File: config.mk
export PLATFORM = sky130hd
export DESIGN_NAME = bin_to_bcd_encoder
export DESIGN_NICKNAME = d
export VERILOG_FILES = /design/src/rtl/bin_to_bcd_encoder.sv
export SDC_FILE = /design/constraint.sdc
export NUM_CORES = 1
export LEC_CHECK = 0
export CORE_UTILIZATION = 50
export CTS_CLUSTER_DIAMETER = 60
export DETAILED_ROUTE_END_ITERATION = 12
export GPL_TIMING_DRIVEN = 0
export PLACE_DENSITY = 0.76
export SYNTH_ARGS = -nofsm -noshare
export SYNTH_HDL_FRONTEND = slang
export SYNTH_SLANG_ARGS = --single-unit
File: constraint.sdc
create_clock -name clk -period 1.9 [get_ports clk]
set_input_delay 0.38 -clock clk [delete_from_list [all_inputs] [get_ports clk]]
set_output_delay 0.38 -clock clk [all_outputs]
set_load 0.03 [all_outputs]
File: src/rtl/bin_to_bcd_encoder.sv
// ---------------------------------------------------------------------------
// bin_to_bcd_encoder
//
// Purpose:
//   Converts a 16-bit binary operand into 4-digit packed BCD. The conversion
//   is sequential (double dabble, one step per clock) and takes 16 CONV
//   cycles. Magnitudes above 9999 report an error pattern of 16'hCCCC.
//
// Ports:
//   clk        in   1   rising-edge clock for all state
//   rst        in   1   asynchronous, active-high reset
//   in_valid   in   1   in_bin is valid this cycle
//   in_ready   out  1   block accepts an operand this cycle (IDLE only)
//   in_bin     in  16   binary operand
//   out_valid  out  1   result outputs valid (DONE only)
//   out_ready  in   1   consumer accepts the result
//   out_bcd    out 16   packed BCD result, digit 3 in [15:12]
//   out_err    out  1   magnitude exceeded 9999 (out_bcd = 16'hCCCC)
//   out_neg    out  1   operand was negative (signed build only)
//
// Configuration:
//   SIGNED_IN_EN  when defined, in_bin is two's complement and the magnitude
//                 is converted with the sign reported on out_neg. When not
//                 defined, in_bin is unsigned and out_neg is always 0.
// ---------------------------------------------------------------------------
module bin_to_bcd_encoder (
    input  logic        clk,
    input  logic        rst,
    input  logic        in_valid,
    output logic        in_ready,
    input  logic [15:0] in_bin,
    output logic        out_valid,
    input  logic        out_ready,
    output logic [15:0] out_bcd,
    output logic        out_err,
    output logic        out_neg
);

    localparam logic [1:0] ST_IDLE = 2'd0;
    localparam logic [1:0] ST_CONV = 2'd1;
    localparam logic [1:0] ST_DONE = 2'd2;

    localparam logic [4:0]  LAST_STEP   = 5'd15;
    localparam logic [15:0] ERR_PATTERN = 16'hCCCC;

    // Double-dabble correction for one BCD digit: digits >= 5 get +3 so that
    // the following left shift carries correctly into the next digit.
    function automatic logic [3:0] add3_digit(input logic [3:0] d);
        logic [3:0] r;
        if (d >= 4'd5) begin
            r = d + 4'd3;
        end else begin
            r = d;
        end
        return r;
    endfunction

    // Apply the +3 correction to all five scratch digits.
    function automatic logic [19:0] dabble_adjust(input logic [19:0] s);
        logic [19:0] r;
        r = 20'd0;
        for (int i = 0; i < 5; i++) begin
            r[i*4 +: 4] = add3_digit(s[i*4 +: 4]);
        end
        return r;
    endfunction

    logic [1:0]  state_q,   state_d;
    logic [4:0]  cnt_q,     cnt_d;
    logic [19:0] scratch_q, scratch_d;
    logic [15:0] mag_q,     mag_d;
    logic        neg_q,     neg_d;
    logic [15:0] bcd_q,     bcd_d;
    logic        err_q,     err_d;
    logic        oneg_q,    oneg_d;

    logic [15:0] mag_in_s;
    logic        neg_in_s;
    logic [19:0] adj_s;
    logic [35:0] shifted_s;
    logic        step_err_s;

    // Operand magnitude and sign as seen at the accept edge.
    always_comb begin
`ifdef SIGNED_IN_EN
        neg_in_s = in_bin[15];
        if (in_bin[15]) begin
            mag_in_s = 16'd0 - in_bin;
        end else begin
            mag_in_s = in_bin;
        end
`else
        neg_in_s = 1'b0;
        mag_in_s = in_bin;
`endif
    end

    // One double-dabble step: correct the digits, then shift {scratch, mag}
    // left by one so the magnitude MSB enters scratch bit 0.
    always_comb begin
        adj_s      = dabble_adjust(scratch_q);
        shifted_s  = {adj_s, mag_q} << 1;
        step_err_s = (shifted_s[35:32] != 4'd0);
    end

    // Next-state logic for the FSM, datapath and output registers.
    always_comb begin
        state_d   = state_q;
        cnt_d     = cnt_q;
        scratch_d = scratch_q;
        mag_d     = mag_q;
        neg_d     = neg_q;
        bcd_d     = bcd_q;
        err_d     = err_q;
        oneg_d    = oneg_q;
        case (state_q)
            ST_IDLE: begin
                if (in_valid) begin
                    mag_d     = mag_in_s;
                    neg_d     = neg_in_s;
                    scratch_d = 20'd0;
                    cnt_d     = 5'd0;
                    state_d   = ST_CONV;
                end else begin
                    state_d   = ST_IDLE;
                end
            end
            ST_CONV: begin
                scratch_d = shifted_s[35:16];
                mag_d     = shifted_s[15:0];
                if (cnt_q == LAST_STEP) begin
                    // Final step: the result is taken from the freshly
                    // shifted scratch, not from scratch_q.
                    state_d = ST_DONE;
                    if (step_err_s) begin
                        bcd_d  = ERR_PATTERN;
                        err_d  = 1'b1;
                        oneg_d = 1'b0;
                    end else begin
                        bcd_d  = shifted_s[31:16];
                        err_d  = 1'b0;
                        oneg_d = neg_q;
                    end
                end else begin
                    cnt_d = cnt_q + 5'd1;
                end
            end
            ST_DONE: begin
                if (out_ready) begin
                    state_d = ST_IDLE;
                end else begin
                    state_d = ST_DONE;
                end
            end
            default: begin
                state_d = ST_IDLE;
            end
        endcase
    end

    // State and datapath registers; reset discards any conversion in flight.
    always_ff @(posedge clk or posedge rst) begin
        if (rst) begin
            state_q   <= ST_IDLE;
            cnt_q     <= 5'd0;
            scratch_q <= 20'd0;
            mag_q     <= 16'd0;
            neg_q     <= 1'b0;
            bcd_q     <= 16'h0000;
            err_q     <= 1'b0;
            oneg_q    <= 1'b0;
        end else begin
            state_q   <= state_d;
            cnt_q     <= cnt_d;
            scratch_q <= scratch_d;
            mag_q     <= mag_d;
            neg_q     <= neg_d;
            bcd_q     <= bcd_d;
            err_q     <= err_d;
            oneg_q    <= oneg_d;
        end
    end

    // Handshake flags decode directly from the state register.
    assign in_ready  = (state_q == ST_IDLE);
    assign out_valid = (state_q == ST_DONE);
    assign out_bcd   = bcd_q;
    assign out_err   = err_q;
    assign out_neg   = oneg_q;

endmodule

==> results.toml <==
[setup_path]
reg2reg_from = "cnt_q[1]$_DFFE_PP0P_"
r2r_setup_slack_ns = 0.07
r2r_cells = 8
critPathMaxFanout = 7
cp.arrival_ns = 2.11
end_kind = "register"
cp_data_required_time_ns = 2.18
cp-start-kind = "register"
critPathKind = "reg2reg"
rr_endpoint = "out_bcd[0]$_DFFE_PP0P_"

[route]
wl_met2_um = 3260
drt_iter0_markers = 163
met3_length_um = 415
routed.top_layer = "met4"
m1WireLength_um = 2940
viasPerCell = 5.52
wl_per_cell_um = 15.5
ant_nets = 0
drc = 0
num_vias = 2428
first_pass_iters = 4
wirelength_um = 6810

[layout]
drive_gt1_share_pct = 17.0
syn_to_final_growth_pct = 27.7
nets = 392
diodes = 0
final_common_cell = "dfrtp_1"
fin_cells = 440
final_cell_mix = "dfrtp_1 (60), nand2_1 (39), clkdlybuf4s50_1 (36)"

[clock_tree]
clkSinkCount = 60
clk_pin_slew_worst_paths_ns = 0.07
postCtsHoldBufs = 0
cts_buffer_depth = 2
clk_latency_ns = 0.34
htree_num_levels = 3
cts-root-buf = "clkbuf_8"
tritoncts = "yes"
cts_made_buffers = 9

[yosys]
syn-num-nets = 331
synth-async-reset-ratio_pct = 100
seq_area_frac_synth_pct = 49.4
synth_edf_count = 0
ys.flop_type = "dfrtp_1"
syn_inst = 299
yosys_warnings = 0
ys_types = 43
syn_avg_cell_area_sq_um = 10.2
ys_ff_latch = 60
synth_area_sq_um = 3040

[status]
status = "complete, no violations"

[timing]
timing.hold.ws_ns = 0.449
clock-skew-final_ns = 0.00408
setup_tns_ns = 0
setup_viol = 0
relSlewSlack_pct = 56.7
tightest_slew_ns = 0.649
period_share_pct = 96.5
hold_viol = 0
fin_crit_ns = 1.83
rsz0062_at_grt = "false"
fmax_ghz = 0.546
drv_slew = 0

[placed_design]
dp_hpwl_um = 4610
place.gp.congestion = 0.823
placedCellCount = 413
io_buffers = 38

[floorplan]
die_x_um = 80.0
ios = 40
die-area_sq_um = 6390
dieHeight_um = 80.0
fp.coreArea_sq_um = 5890
rows = 28
initial_utilization_pct = 51.6

[global_routing]
grt_start_max_net_pins = 33
first_global_vias = 2403
globalRouteTotalUtil_pct = 23.7
grt-ovfl-total = 0
grt_pass1_wl_um = 11300
antenna_found_initial = 0

[power_and_ir_drop]
p_total_uw = 6910
ir_drop_uv = 873
p_leak_uw = 0.00171
pwr_density_cell_nw_per_um2 = 1780

[min_path]
holdCritPathClass = "in2async"

[job]
maxCapViolCount = 0
[metal layers]
metal	global-route usage (%)	vias to the layer above
met4	13.9	0
met5	0	-
li1	-	1172
met3	4.46	16
met1	30.9	1163
met2	36.7	77
[area by class of cell]
cell class                      instances  area (sq um)
Buffer                                 16          97.6
Fill cell                             492          2000
Multi-Input combinational cell        209          1450
Timing Repair Buffer                   50           484
Clock buffer                           12           155
Inverter                               14          52.6
Tap cell                               75          93.8
Sequential cell                        60          1500
Clock inverter                          4          47.5
[kinds of logic after synthesis]
kind of cell | after synthesis | synth area share, %
simple gates | 90 | 14.3
compound gates | 78 | 17.0
fa+ha+maj | 12 | 4.94
mux | 22 | 7.62
buf+inv | 30 | 4.86
flops | 60 | 49.4
xor+xnor | 6 | 1.73
other cells | 1 | 0.123
[power breakdown]
part / total, uW / internal, uW / switching, uW
combinational: 3550 / 1570 / 1980
sequential: 2180 / 1790 / 388
clock: 1170 / 673 / 501
total: 6910 / 4040 / 2870
[timing repair]
item,CTS,global route
pin swaps,1,4
gates cloned,1,0
gates resized for setup,9,8
endpoints found under the setup margin,19,21
buffers inserted,6,4
[cell usage after synthesis, types with 4 or more instances]
master	number	area share, %
a32o_1	8	2.6
a41oi_1	4	1.2
o21ai_0	33	5.4
nor2_1	16	2.0
a31oi_1	4	0.82
nand2_1	39	4.8
nand2b_1	10	2.1
inv_1	14	1.7
xnor2_1	6	1.7
nor3_1	12	2.0
ha_1	12	4.9
a21o_1	9	2.2
dfrtp_1	60	49
buf_2	7	1.2
mux2i_1	15	4.9
a21oi_1	6	0.99
mux2_2	6	2.2
o22ai_1	7	1.4
[sequential cells by signal, summed over array words and instances, names as in the netlist]
| register | count |
|---|---|
| out_err | 1 |
| cnt_q | 5 |
| mag_q | 16 |
| state_q | 2 |
| out_bcd | 16 |
| scratch_q | 20 |
[stage by stage]
stage	util, %	cell area, sq um	setup slack (ns)
final	66.0	3880	0.0671
after global routing	66.0	3880	0.00245
after CTS	64.7	3810	0.00161
after detailed placement	60.0	3530	-0.247
after global placement	59.7	3510	-1.10
after floorplan	-	3040	0.0353
[critical path, stage by stage, from the launching register on]
cell and delay [ns]:
dfrtp_1 0.36, ha_2 0.20, and3_4 0.20, ha_4 0.12, and3b_2 0.23, nand3_4 0.07, a211oi_4 0.24, buf_6 0.18
a32o_1 0.17
[worst max-delay path by stage]
stage                               startpoint                       to  slack, ns
after floorplan                            rst     cnt_q[0]$_DFFE_PP0P_       0.04
after global placement                     rst   out_bcd[9]$_DFFE_PP0P_      -1.10
after detailed placement  cnt_q[0]$_DFFE_PP0P_  out_bcd[15]$_DFFE_PP0P_      -0.25
after CTS                 cnt_q[1]$_DFFE_PP0P_   out_bcd[0]$_DFFE_PP0P_      0.002
after global routing      cnt_q[1]$_DFFE_PP0P_   out_bcd[4]$_DFFE_PP0P_      0.002
final                     cnt_q[1]$_DFFE_PP0P_   out_bcd[0]$_DFFE_PP0P_       0.07
(Power assumes the default switching activity.)
